$ cat config.mk
export PLATFORM = sky130hd
export DESIGN_NAME = vga_sync_gen
export DESIGN_NICKNAME = d
export VERILOG_FILES = /design/src/rtl/vga_sync_gen_pkg.sv /design/src/rtl/vga_sync_gen_tick.sv /design/src/rtl/vga_sync_gen.sv
export SDC_FILE = /design/constraint.sdc
export NUM_CORES = 1
export LEC_CHECK = 0
export CAP_MARGIN = 15
export CORE_MARGIN = 8
export CORE_UTILIZATION = 48
export DETAILED_ROUTE_END_ITERATION = 8
export GPL_TIMING_DRIVEN = 0
export PLACE_DENSITY = 0.85
export SYNTH_ARGS = -nofsm -noshare
export SYNTH_HDL_FRONTEND = slang
export SYNTH_SLANG_ARGS = --single-unit
$ cat constraint.sdc
create_clock -name clk -period 2.2 [get_ports clk]
set_input_delay 0.55 -clock clk [delete_from_list [all_inputs] [get_ports clk]]
set_output_delay 0.55 -clock clk [all_outputs]
set_load 0.02 [all_outputs]
$ cat src/rtl/vga_sync_gen_pkg.sv
// Shared 640x480@60 raster defaults and helpers for the VGA timing block
// and for the pixel-painting modules that consume its coordinates.
package vga_sync_gen_pkg;

  localparam int CNT_W = 10;

  localparam int H_DISPLAY_DEF = 640;
  localparam int H_FP_DEF      = 16;
  localparam int H_SYNC_DEF    = 96;
  localparam int H_BP_DEF      = 48;

  localparam int V_DISPLAY_DEF = 480;
  localparam int V_FP_DEF      = 10;
  localparam int V_SYNC_DEF    = 2;
  localparam int V_BP_DEF      = 33;

  localparam int H_TOTAL_DEF =
    H_DISPLAY_DEF + H_FP_DEF + H_SYNC_DEF + H_BP_DEF;
  localparam int V_TOTAL_DEF =
    V_DISPLAY_DEF + V_FP_DEF + V_SYNC_DEF + V_BP_DEF;

  localparam bit SYNC_POL_DEF = 1'b0;

  typedef logic [CNT_W-1:0] cnt_t;

  typedef struct packed {
    cnt_t h;
    cnt_t v;
  } raster_t;

  function automatic logic in_span(
    input cnt_t c,
    input int   lo,
    input int   len
  );
    return (int'(c) >= lo) && (int'(c) < lo + len);
  endfunction

  function automatic logic sync_lvl(
    input logic active,
    input logic pol
  );
    return active ? pol : ~pol;
  endfunction

endpackage

$ cat src/rtl/vga_sync_gen_tick.sv
// Mod-PIX_DIV divider producing the one-clk pixel enable.
// With PIX_DIV == 1 the counter never leaves zero, so the tick stays high.
module pix_tick_gen #(
  parameter int PIX_DIV = 2
) (
  input  logic clk_i,
  input  logic rst_i,
  output logic tick_o
);

  localparam int W = (PIX_DIV > 1) ? $clog2(PIX_DIV) : 1;
  localparam logic [W-1:0] LAST = W'(PIX_DIV - 1);

  logic [W-1:0] div_q;
  logic [W-1:0] div_d;

  assign tick_o = (div_q == LAST);

  always_comb begin
    div_d = tick_o ? '0 : div_q + 1'b1;
  end

  always_ff @(posedge clk_i or posedge rst_i) begin
    if (rst_i) begin
      div_q <= '0;
    end else begin
      div_q <= div_d;
    end
  end

endmodule

$ cat src/rtl/vga_sync_gen.sv
// VGA raster generator: pixel tick, H/V counters, registered syncs,
// blanking decode and a frame tick at the start of vertical blanking.
module vga_sync_gen
  import vga_sync_gen_pkg::*;
#(
  parameter int PIX_DIV   = 2,
  parameter int H_DISPLAY = H_DISPLAY_DEF,
  parameter int H_FP      = H_FP_DEF,
  parameter int H_SYNC    = H_SYNC_DEF,
  parameter int H_BP      = H_BP_DEF,
  parameter int V_DISPLAY = V_DISPLAY_DEF,
  parameter int V_FP      = V_FP_DEF,
  parameter int V_SYNC    = V_SYNC_DEF,
  parameter int V_BP      = V_BP_DEF,
  parameter bit SYNC_POL  = SYNC_POL_DEF
) (
  input  logic             clk,
  input  logic             reset,
  output logic             p_tick,
  output logic [CNT_W-1:0] pix_x,
  output logic [CNT_W-1:0] pix_y,
  output logic             video_on,
  output logic             hsync,
  output logic             vsync,
  output logic             frame_tick
);

  localparam int H_TOTAL = H_DISPLAY + H_FP + H_SYNC + H_BP;
  localparam int V_TOTAL = V_DISPLAY + V_FP + V_SYNC + V_BP;

  localparam cnt_t H_LAST  = cnt_t'(H_TOTAL - 1);
  localparam cnt_t V_LAST  = cnt_t'(V_TOTAL - 1);
  localparam cnt_t V_VLAST = cnt_t'(V_DISPLAY - 1);

  localparam int HS_START = H_DISPLAY + H_FP;
  localparam int VS_START = V_DISPLAY + V_FP;

  raster_t pos_q;
  raster_t pos_d;
  logic    hs_q;
  logic    hs_d;
  logic    vs_q;
  logic    vs_d;
  logic    h_wrap;

  pix_tick_gen #(
    .PIX_DIV(PIX_DIV)
  ) u_tick (
    .clk_i (clk),
    .rst_i (reset),
    .tick_o(p_tick)
  );

  assign h_wrap = (pos_q.h == H_LAST);

  always_comb begin
    pos_d = pos_q;
    if (p_tick) begin
      if (h_wrap) begin
        pos_d.h = '0;
        pos_d.v = (pos_q.v == V_LAST) ? '0 : pos_q.v + 1'b1;
      end else begin
        pos_d.h = pos_q.h + 1'b1;
      end
    end
  end

  // Syncs decode the next position so they move with pix_x/pix_y.
  always_comb begin
    hs_d = sync_lvl(in_span(pos_d.h, HS_START, H_SYNC), SYNC_POL);
    vs_d = sync_lvl(in_span(pos_d.v, VS_START, V_SYNC), SYNC_POL);
  end

  always_ff @(posedge clk or posedge reset) begin
    if (reset) begin
      pos_q <= '0;
      hs_q  <= ~SYNC_POL;
      vs_q  <= ~SYNC_POL;
    end else begin
      pos_q <= pos_d;
      hs_q  <= hs_d;
      vs_q  <= vs_d;
    end
  end

  assign pix_x = pos_q.h;
  assign pix_y = pos_q.v;
  assign hsync = hs_q;
  assign vsync = vs_q;

  assign video_on = (int'(pos_q.h) < H_DISPLAY) &&
                    (int'(pos_q.v) < V_DISPLAY);

  assign frame_tick = p_tick & h_wrap & (pos_q.v == V_VLAST);

endmodule

==> summary.txt, run 1 <==
Run status
  – Status: finished with violations
  – Failing checks: setup timing

Floorplan
  – Die ar.: 4790 sq um
  – DIE WIDTH: 69.2 um
  – Initial cell density of the core: roughly 50%
  – Cell Rows: 19
  – Ports: 27
  – Die Span Y: 69.2 um
  – Core Area: around 2700 sq um

Clock network
  – Hold_buf cts: 0
  – Htree depth: 1
  – CTS root buffer: clkbuf_4
  – Num CTS Buffers: 3
  – CTS tree: done
  – Clock Latency Late Sink: between 0.3 and 0.4 ns
  – Clock transition at the registers of the reported paths: 0.13 ns
  – Clk buf depth: 2
  – Clock sink count: 23

Timing
  – Final Cycle Share: 104%
  – Slew Limit Headroom: 40.5%
  – Final setup viols: 1
  – Hold_ws: between 0.5 and 0.6 ns
  – Final slew viol count: 0
  – Setup_tns: -0.0866 ns
  – Worst-margin pin slew: 0.892 ns
  – RSZ-0062 raised after global routing: true
  – Final Critical Period: ~2.3 ns
  – Clock Skew: approximately 0.0078 ns
  – Final worst slack: -0.0866 ns
  – Final hold vios: 0
  – Max Fclk: 437 MHz

Finish
  – Final-stage net count: 191
  – Most frequent cells in the layout: clkdlybuf4s50_1 (24), dfrtp_1 (17), nand2_1 (15), nand3_1 (10)
  – Most common cell after layout, fill and taps aside: clkdlybuf4s50_1
  – Fraction of layout instances using a drive strength above 1: 18.9%
  – Final non-filler cell total: 216
  – Number of diodes: 0
  – Layout area overhead: 30.4%

Power and ir drop
  – Sequential share of power: approximately two thirds
  – Leakage power: 0.000746 uW
  – Pwr dens: 354 nW/um^2
  – Clock power share: a little under a third
  – Sw Share: 20.9%
  – P_sw: 131 uW
  – Overall power: 626 uW
  – Comb power frac: 1.6%
  – Cell internal pwr: 495 uW
  – Worst vdd ir: 0.252 mV

Setup path
  – FF-to-FF setup slack: 0.32 ns
  – Setup CP Type: flip-flop to output pin
  – Worst Path Arrival: 1.74 ns
  – CP cell instances: ha_2 > nand3_2 > nor2_4 > and4_1 > buf_6
  – Worst r2r src: pix_x[5]
  – CP max-delay cell: dfrtp_2
  – Critical path's largest stage delay: 0.48 ns
  – CP Launch Type: flip-flop
  – R2R Path End: vsync
  – Reg2Reg Depth: 6
  – Required @ worst endpoint: roughly 1.7 ns
  – Buf+Inv Stages, Crit Path: 1
  – Worst setup EP type: output pin
  – CP Max Fanout: 9
  – Kind of cell adding the most delay to the critical path: simple AND/OR/NAND/NOR gates

Synthesis
  – Asr flop ratio synth: between 90% and 100%
  – Yosys reg bits: 23
  – Sequential element share of the synthesized area: 42.6%
  – Post-synth EDFFs: 0
  – Syn nets: between 150 and 200
  – Post-Synthesis Cells: 147
  – Synth cell types: 41
  – Yosys warnings: 0
  – Prevailing post-synth register cell: dfrtp_1
  – Syn_area_per_cell: just over 9 sq um
  – Post-synthesis cell area: ~1400 sq um

Detailed routing
  – Wire length on met2: 1760 um
  – Top Layer Used: met4
  – ANT nets after route: 0
  – WL/cell: between 15 and 20 um
  – DR WL met3: 250 um
  – Via density: 5.96
  – Aggregate routed wire length: 3530 um
  – WL met1: 1470 um
  – Post-route DRC: 0
  – DR iter-0 viols: 102
  – DRT Pass-1 Iters: 4
  – Via Count: 1,288

Hold path
  – Worst hold path type: flip-flop to flip-flop
  – Hold Startpoint: pix_x[2]
  – WHS Endpoint: pix_x[2]
  – Worst hold stages: 1

Global routing
  – Largest net degree at the start of global routing: 24
  – GRT Util Overall: 15.3%
  – GRT overflow: 0
  – Initial antenna violation count: 0
  – First-pass GRT wire length: 6380 um
  – Number of global-route vias before repair: 1,368

Job
  – Max_cap viols: 0

Place
  – Port bufs: 26
  – DP Wirelength: 2500 um
  – Pre-CTS WS: -0.545 ns
  – RePlAce Congestion: between 0.9 and 1
  – Placed Cells: 204
[how the worst max path moves through the flow]
stage,from,end,slack (ns),depth (start not counted)
6_report,pix_y[0],frame_tick,-0.09,5
5_1_grt,pix_x[5],frame_tick,-0.17,5
4_1_cts,pix_x[6],frame_tick,-0.14,6
3_5_place_dp,pix_x[5],frame_tick,-0.55,6
3_3_place_gp,pix_x[0],frame_tick,-0.50,7
2_1_floorplan,pix_x[0],frame_tick,0.03,6
[synth_stat cells, types with 2 or more instances]
cell	n	share of area, %
nor3_1	7	2.6
a21o_1	2	1.1
o31a_1	2	1.3
nor4_1	4	1.8
nand3_1	11	4.1
and4_1	2	1.3
or3_1	4	1.8
and3_1	3	1.4
nor2_1	10	2.8
nand4b_1	2	1.3
nand2_1	15	4.1
o21ai_0	8	2.9
ha_1	3	2.8
nand4_1	3	1.4
a211oi_1	3	1.7
dfrtp_1	21	39
nor3b_1	2	1.1
inv_1	7	1.9
xnor2_1	6	3.9
dfstp_2	2	3.9
buf_2	7	2.6
xor2_1	3	1.9
a21oi_1	2	0.74
[per-layer routing]
metal | vias to the layer above | global-route usage [%]
met1 | 624 | 17.5
met2 | 44 | 26.1
met5 | - | 0
li1 | 614 | -
met4 | 0 | 5.01
met3 | 6 | 5.15
[worst register-to-register path, stage by stage, from the launching register on]
cell and delay [ns]:
dfrtp_2 0.45, nor4b_4 0.32, nand3_2 0.19, buf_4 0.20
o31a_1 0.29, a211oi_1 0.23, nand4b_1 0.13
[state kept, by name, summed over array words and instances, names as in the netlist]
name           count
vsync              1
pix_x             10
hsync              1
u_tick.tick_o      1
pix_y             10
[area by class of cell]
cell class | count | area [sq um]
Multi-Input combinational cell | 109 | 724
Inverter | 7 | 26.3
Tap cell | 31 | 38.8
Timing Repair Buffer | 35 | 324
Buffer | 7 | 47.5
Fill cell | 229 | 963
Clock buffer | 4 | 26.3
Sequential cell | 23 | 583
[timing repair]
action | 4_1_cts | 5_1_grt
resized for setup | 22 | 2
endpoints found under the hold margin | 0 | 0
buffers inserted | 7 | 2
setup endpoints to repair | 2 | 2
pin swaps | 4 | 3
[power by group through the flow]
stage          Sequential [uW]  Combinational, uW  Clock (uW)
3_5_place_dp               431               10.4           0
4_1_cts                    423               10.5         199
6_report                   423               9.91         193
3_3_place_gp               431               10.4           0
5_1_grt                    423               12.0         220
2_1_floorplan              431               6.27           0
[metrics by stage]
step,area (sq um),util (%)
final,1770,64.8
after global routing,1770,64.8
after CTS,1770,64.8
after detailed placement,1660,60.6
after global placement,1660,60.6
after floorplan,1360,-
[kinds of logic after synthesis]
logic type / share of synthesized area (%)
AOI/OAI and AO/OA: 12.5
DFF: 42.6
buffers and inverters: 5.35
and+or+nand+nor: 29.4
adders and majority gates: 2.77
xor gates and xnor gates: 5.81
muxes: 1.57
Power figures use the tool's default switching activity.
==> run 2: changes to the inputs <==
--- a/config.mk
+++ b/config.mk
@@ -7,10 +7,10 @@
 export LEC_CHECK = 0
 export CAP_MARGIN = 15
 export CORE_MARGIN = 8
-export CORE_UTILIZATION = 48
+export CORE_UTILIZATION = 51
 export DETAILED_ROUTE_END_ITERATION = 8
 export GPL_TIMING_DRIVEN = 0
-export PLACE_DENSITY = 0.85
+export PLACE_DENSITY = 0.89
 export SYNTH_ARGS = -nofsm -noshare
 export SYNTH_HDL_FRONTEND = slang
 export SYNTH_SLANG_ARGS = --single-unit
==> run 2 against run 1 <==
Against the previous run:
- the run still ends with setup timing left
- fmax up 2.6%
- routed wire length up 6.8%
- cell count increased by 1.4%
- setup slack improved by 0.058 ns
- largest cell class unchanged
- highest routed layer unchanged
==> summary.txt, run 2 (synthesis gave the netlist of run 1 again) <==
Run status
  – Status: finished with violations
  – Failing checks: setup timing

Timing
  – Final worst slack: -0.0289 ns (+0.0577 ns)
  – RSZ-0062 raised after global routing: true
  – Max Fclk: 449 MHz (+2.6%)
  – Final hold vios: 0 (unchanged)
  – Final Cycle Share: 101% (-2.6 points)
  – Hold_ws: 0.560 ns (-0.0314 ns)
  – Final setup viols: 1 (unchanged)
  – Final slew viol count: 0 (unchanged)
  – Worst-margin pin slew: 0.912 ns (+0.0201 ns)
  – Clock Skew: 0.00982 ns (+0.00203 ns)
  – Final Critical Period: 2.23 ns (-0.0577 ns)
  – Slew Limit Headroom: 39.1% (-1.3 points)

Finish
  – Final-stage net count: 195 (+2.1%)
  – Number of diodes: 0 (unchanged)
  – Final Instance Area: 1810 sq um (+2.1%)
  – Most frequent cells in the layout: clkdlybuf4s50_1 (24), dfrtp_1 (16), nand2_1 (15), buf_4 (14), nand3_1 (10)
  – Most common cell after layout, fill and taps aside: clkdlybuf4s50_1
  – Final non-filler cell total: 219 (+1.4%)
  – Fraction of layout instances using a drive strength above 1: 21.7% (+2.8 points)
  – Layout area overhead: 33.2%

Power and ir drop
  – Overall power: 637 uW (+1.7%)
  – Worst vdd ir: 0.232 mV (-8.1%)
  – Pwr dens: 352 nW/um^2 (-0.41%)
  – Leakage power: 0.000768 uW (+3.0%)

Clock network
  – Htree depth: 1 (unchanged)
  – Hold_buf cts: 0 (unchanged)
  – Clock sink count: 23 (unchanged)
  – CTS tree: done
  – CTS root buffer: clkbuf_4
  – Clock Latency Late Sink: 0.32 ns (about the same)
  – Clock transition at the registers of the reported paths: 0.14 ns (about the same)
  – Clk buf depth: 2 (unchanged)
  – Num CTS Buffers: 3 (unchanged)

Detailed routing
  – WL/cell: 17.2 um (+5.3%)
  – Post-route DRC: 0 (unchanged)
  – Via density: 6.22 (+4.4%)
  – ANT nets after route: 0 (unchanged)
  – Aggregate routed wire length: 3760 um (+6.8%)
  – DRT Pass-1 Iters: 4 (unchanged)
  – DR iter-0 viols: 98 (-3.9%)
  – Via Count: 1,363 (+5.8%)

Global routing
  – GRT overflow: 0 (unchanged)
  – Number of global-route vias before repair: 1,321 (-3.4%)
  – First-pass GRT wire length: 5710 um (-11%)
  – Initial antenna violation count: 0 (unchanged)
  – GRT Util Overall: 15.8% (+0.44 points)
  – Largest net degree at the start of global routing: 24 (unchanged)

Floorplan
  – Initial cell density of the core: 54.3% (+4.6 points)
  – Die ar.: 4570 sq um (-4.5%)
  – Cell Rows: 18 (-1)
  – Core Area: 2500 sq um (-8.6%)
  – DIE WIDTH: 67.6 um (-2.3%)
  – Die Span Y: 67.6 um (-2.3%)
  – Ports: 27 (unchanged)

Place
  – RePlAce Congestion: 0.897 (-0.47%)
  – Placed inst area: 1660 sq um (about the same)
  – Pre-CTS WS: -0.519 ns (+0.0259 ns)
  – Placed Cells: 203 (-0.49%)
  – DP Wirelength: 2520 um (+0.68%)
  – Port bufs: 26 (unchanged)

Setup path
  – Required @ worst endpoint: 1.65 ns (about the same)
  – CP Max Fanout: 2 (-7)
  – CP Launch Type: flip-flop
  – Worst Path Arrival: 1.68 ns (-0.06 ns)
  – Setup CP Type: flip-flop to output pin
  – Worst setup EP type: output pin

Job
  – Max_cap viols: 0 (unchanged)

Hold path
  – Worst hold path type: flip-flop to flip-flop
## run 2: area by class of cell
class / instances / area, sq um
buffer: 7 / 43.8
clock buffer: 3 / 22.5
clock inverter: 1 / 5.00
fill: 186 / 692
inverter: 7 / 26.3
multi-input combinational: 109 / 734
sequential: 23 / 584
tap: 30 / 37.5
timing repair buffer: 39 / 354
## run 2: critical path, stage by stage (launching register included)
cell     delay (ns)
dfrtp_2        0.45
nor4b_4        0.32
nand3_2        0.16
nor2_4         0.11
and4_1         0.20
buf_6          0.12
## run 2: metrics by stage
step	util, %	setup TNS (ns)
6_report	72.3	-0.0289
5_1_grt	72.3	-0.114
4_1_cts	70.7	-0.105
3_5_place_dp	66.2	-0.519
3_3_place_gp	66.2	-0.455
2_1_floorplan	-	0
## run 2: worst paths after layout
path                       startpoint          to  slack [ns]  depth (start not counted)
max                          pix_x[5]  frame_tick       -0.03                          5
min in group asynchronous       reset    pix_y[3]        0.73                          2
max reg2reg                  pix_x[5]       vsync        0.24                          7
min reg2reg                  pix_x[2]    pix_x[2]        0.56                          1
max in group asynchronous       reset    pix_x[6]        0.86                          2
min                          pix_x[2]    pix_x[2]        0.56                          1
## run 2: power by group
group | total [uW] | internal (uW) | switching, uW
registers | 423 | 423 | 0
clock network | 204 | 68.0 | 136
logic | 10.2 | 1.65 | 8.52
total | 637 | 493 | 144
## run 2: repair_timing
item | CTS | global route
resized for setup | 21 | 4
buffers inserted | 7 | 6
pin swaps | 3 | 2
setup endpoints to repair | 2 | 2
## run 2: metal layers
layer | track usage [%] | wire, um | vias up
li1 | - | - | 618
met1 | 16.9 | 1460 | 660
met2 | 28.4 | 1860 | 75
met3 | 3.48 | 365 | 10
met4 | 8.09 | 79 | 0
met5 | 0 | 0 | -
==> run 3: changes to the inputs <==
--- a/config.mk
+++ b/config.mk
@@ -7,10 +7,12 @@
 export LEC_CHECK = 0
 export CAP_MARGIN = 15
 export CORE_MARGIN = 8
-export CORE_UTILIZATION = 51
+export CORE_UTILIZATION = 50
+export CTS_CLUSTER_SIZE = 8
 export DETAILED_ROUTE_END_ITERATION = 8
 export GPL_TIMING_DRIVEN = 0
-export PLACE_DENSITY = 0.89
+export PLACE_DENSITY = 0.88
 export SYNTH_ARGS = -nofsm -noshare
 export SYNTH_HDL_FRONTEND = slang
+export SYNTH_HIERARCHICAL = 1
 export SYNTH_SLANG_ARGS = --single-unit
==> run 3 against run 2 <==
Against the previous run:
- the flow still finishes with violations (setup timing)
- synthesized area fell by 0.92%
- sequential share of layout area rose by 0.48 points
- utilization fell by 4.8 points
- non-clock buffer count fell by 7
- via count fell by 5.9%
==> summary.txt, run 3 <==
Detailed routing
  – WL/cell: 16.5 um (-3.8%)
  – Via Count: 1,282 (-5.9%)
  – Via density: 6.02 (-3.3%)
  – Post-route DRC: 0 (unchanged)
  – Top Layer Used: met4
  – DR WL met3: 201 um (-45%)
  – DR iter-0 viols: 169 (+72%)
  – WL met1: 1580 um (+8.3%)
  – ANT nets after route: 0 (unchanged)
  – Wire length on met2: 1700 um (-8.7%)
  – DRT Pass-1 Iters: 4 (unchanged)
  – Aggregate routed wire length: 3520 um (-6.5%)

Timing
  – Final worst slack: -0.133 ns (-0.104 ns)
  – Slew Limit Headroom: 42.1% (+3.0 points)
  – Clock Skew: 0.00635 ns (-0.00347 ns)
  – Final setup viols: 1 (unchanged)
  – Worst-margin pin slew: 0.867 ns (-0.0453 ns)
  – Final hold vios: 0 (unchanged)
  – Final Critical Period: 2.33 ns (+0.104 ns)
  – Max Fclk: 429 MHz (-4.4%)
  – Final Cycle Share: 106% (+4.7 points)
  – RSZ-0062 raised after global routing: true
  – Final slew viol count: 0 (unchanged)
  – Hold_ws: 0.384 ns (-0.177 ns)

Power and ir drop
  – Overall power: 631 uW (-0.85%)
  – Leakage power: 0.000682 uW (-11%)
  – Worst vdd ir: 0.340 mV (+47%)
  – Pwr dens: 351 nW/um^2 (-0.23%)

Synthesis
  – Yosys reg bits: 23 (unchanged)
  – Most frequent cells after synthesis: dfrtp_1 (21), inv_1 (10), nand2_1 (10)
  – Asr flop ratio synth: 100% (unchanged)
  – Sequential element share of the synthesized area: 43.0% (+0.40 points)
  – Prevailing post-synth register cell: dfrtp_1
  – Synth cell types: 41 (unchanged)
  – Post-Synthesis Cells: 145 (-1.4%)
  – Syn nets: 150 (-1.3%)
  – Yosys warnings: 6 (+6)
  – Top post-synthesis cells by area: dfrtp_1 (39%), dfstp_2 (3.9%), nand3_1 (3.3%)
  – Post-synth EDFFs: 0 (unchanged)
  – Largest area contributor in the netlist: dfrtp_1
  – Synth top area share: 39.1% (+0.36 points)
  – Post-synthesis cell area: 1350 sq um (-0.92%)
  – Syn_area_per_cell: 9.28 sq um (+0.44%)
  – Count leader, synth: dfrtp_1

Finish
  – Most frequent cells in the layout: clkdlybuf4s50_1 (24), dfrtp_1 (12), buf_4 (11), inv_1 (10), nand2_1 (10)
  – Number of diodes: 0 (unchanged)
  – Fraction of layout instances using a drive strength above 1: 22.5% (+0.83 points)
  – Layout area overhead: 33.6%
  – Final-stage net count: 188 (-3.6%)
  – Most common cell after layout, fill and taps aside: clkdlybuf4s50_1
  – Fill count: 213 (+15%)
  – Final core occ: 67.5% (-4.8 points)

Setup path
  – R2R Path End: vsync
  – Worst setup EP type: output pin
  – Required @ worst endpoint: 1.65 ns (about the same)
  – CP Max Fanout: 2 (unchanged)
  – Worst Path Arrival: 1.78 ns (+0.10 ns)
  – FF-to-FF setup slack: 0.01 ns (-0.23 ns)
  – CP Launch Type: flip-flop
  – Setup CP Type: flip-flop to output pin
  – Reg2Reg Depth: 6 (-1)
  – Worst r2r src: pix_x[0]

Clock network
  – CTS tree: done
  – Clock Latency Late Sink: 0.31 ns (about the same)
  – Hold_buf cts: 0 (unchanged)
  – Num CTS Buffers: 3 (unchanged)
  – Clk buf depth: 2 (unchanged)
  – Htree depth: 1 (unchanged)
  – Clock sink count: 23 (unchanged)
  – CTS root buffer: clkbuf_4
  – Clock transition at the registers of the reported paths: 0.12 ns (-0.02 ns)

Place
  – Port bufs: 26 (unchanged)
  – RePlAce Congestion: 0.918 (+2.3%)
  – DP Wirelength: 2370 um (-5.8%)

Global routing
  – GRT Util Overall: 15.9% (+0.068 points)
  – Number of global-route vias before repair: 1,299 (-1.7%)
  – First-pass GRT wire length: 5730 um (+0.47%)
  – GRT overflow: 0 (unchanged)
  – Largest net degree at the start of global routing: 23 (-4.2%)
  – Initial antenna violation count: 0 (unchanged)

Floorplan
  – Cell Rows: 19 (+1)
  – Die ar.: 4610 sq um (+0.80%)
  – Core Area: 2660 sq um (+6.5%)
  – Initial cell density of the core: 50.5% (-3.8 points)
  – Ports: 27 (unchanged)
  – Die Span Y: 67.9 um (+0.40%)
  – DIE WIDTH: 67.9 um (+0.40%)

Hold path
  – Worst hold path type: input port to asynchronous set/reset pin

Run status
  – Status: finished with violations
  – Failing checks: setup timing

Job
  – Max_cap viols: 0 (unchanged)
[run 3: how the worst max path moves through the flow]
stage / from / to / cells after the start
floorplan: pix_y[1] / frame_tick / 4
global placement: pix_y[1] / frame_tick / 5
detailed placement: pix_y[1] / frame_tick / 5
CTS: pix_y[1] / frame_tick / 5
global route: pix_y[1] / frame_tick / 5
finish: pix_y[1] / frame_tick / 5
[run 3: cell type report]
type / count / area, sq um / share of cell area (%)
clock buffer: 4 / 26.3 / 1.46
multi-input combinational: 106 / 751 / 41.8
sequential: 23 / 589 / 32.8
buffer: 3 / 18.8 / 1.04
tap: 31 / 38.8 / 2.16
inverter: 10 / 37.5 / 2.09
timing repair buffer: 36 / 335 / 18.7
[run 3: power by group]
group          internal (uW)  switching, uW
logic                   1.79           8.53
registers                423              0
clock network           70.7            127
total                    495            136
[run 3: worst max-delay path, cell delays in order, from the launching register on]
cell     delay [ns]
dfrtp_2        0.41
ha_4           0.14
nand4_1        0.13
or4b_4         0.52
nor3_4         0.14
buf_6          0.14
[run 3: kinds of logic after synthesis]
logic type | count (synthesis) | synth area share (%)
AND/OR/NAND/NOR | 62 | 27.8
multiplexers | 2 | 1.49
buffers and inverters | 16 | 4.84
flip-flops | 23 | 43.0
AO/OA/AOI/OAI | 29 | 13.6
adder cells (fa/ha/maj) | 3 | 2.79
XOR/XNOR | 10 | 6.51
[run 3: what timing repair did]
| action | in CTS | in global routing |
|---|---|---|
| cloned | 0 | 0 |
| gates resized for setup | 8 | 8 |
| setup buffers | 7 | 3 |
| pin swaps | 4 | 2 |
| endpoints found under the setup margin | 3 | 3 |
[run 3: per-stage QoR]
step                instance area [sq um]  worst slack, ns  cells  setup TNS (ns)
floorplan                            1380           0.0603    145               0
global placement                     1680           -0.469    202          -0.469
detailed placement                   1680           -0.493    202          -0.493
CTS                                  1750           -0.185    210          -0.185
global route                         1800           -0.216    213          -0.300
finish                               1800           -0.133    213          -0.133
[run 3: metal layers]
metal	GRT usage, %	vias up
li1	-	600
met1	18.5	618
met2	26.5	56
met5	0	-
met3	3.93	8
met4	8.18	0
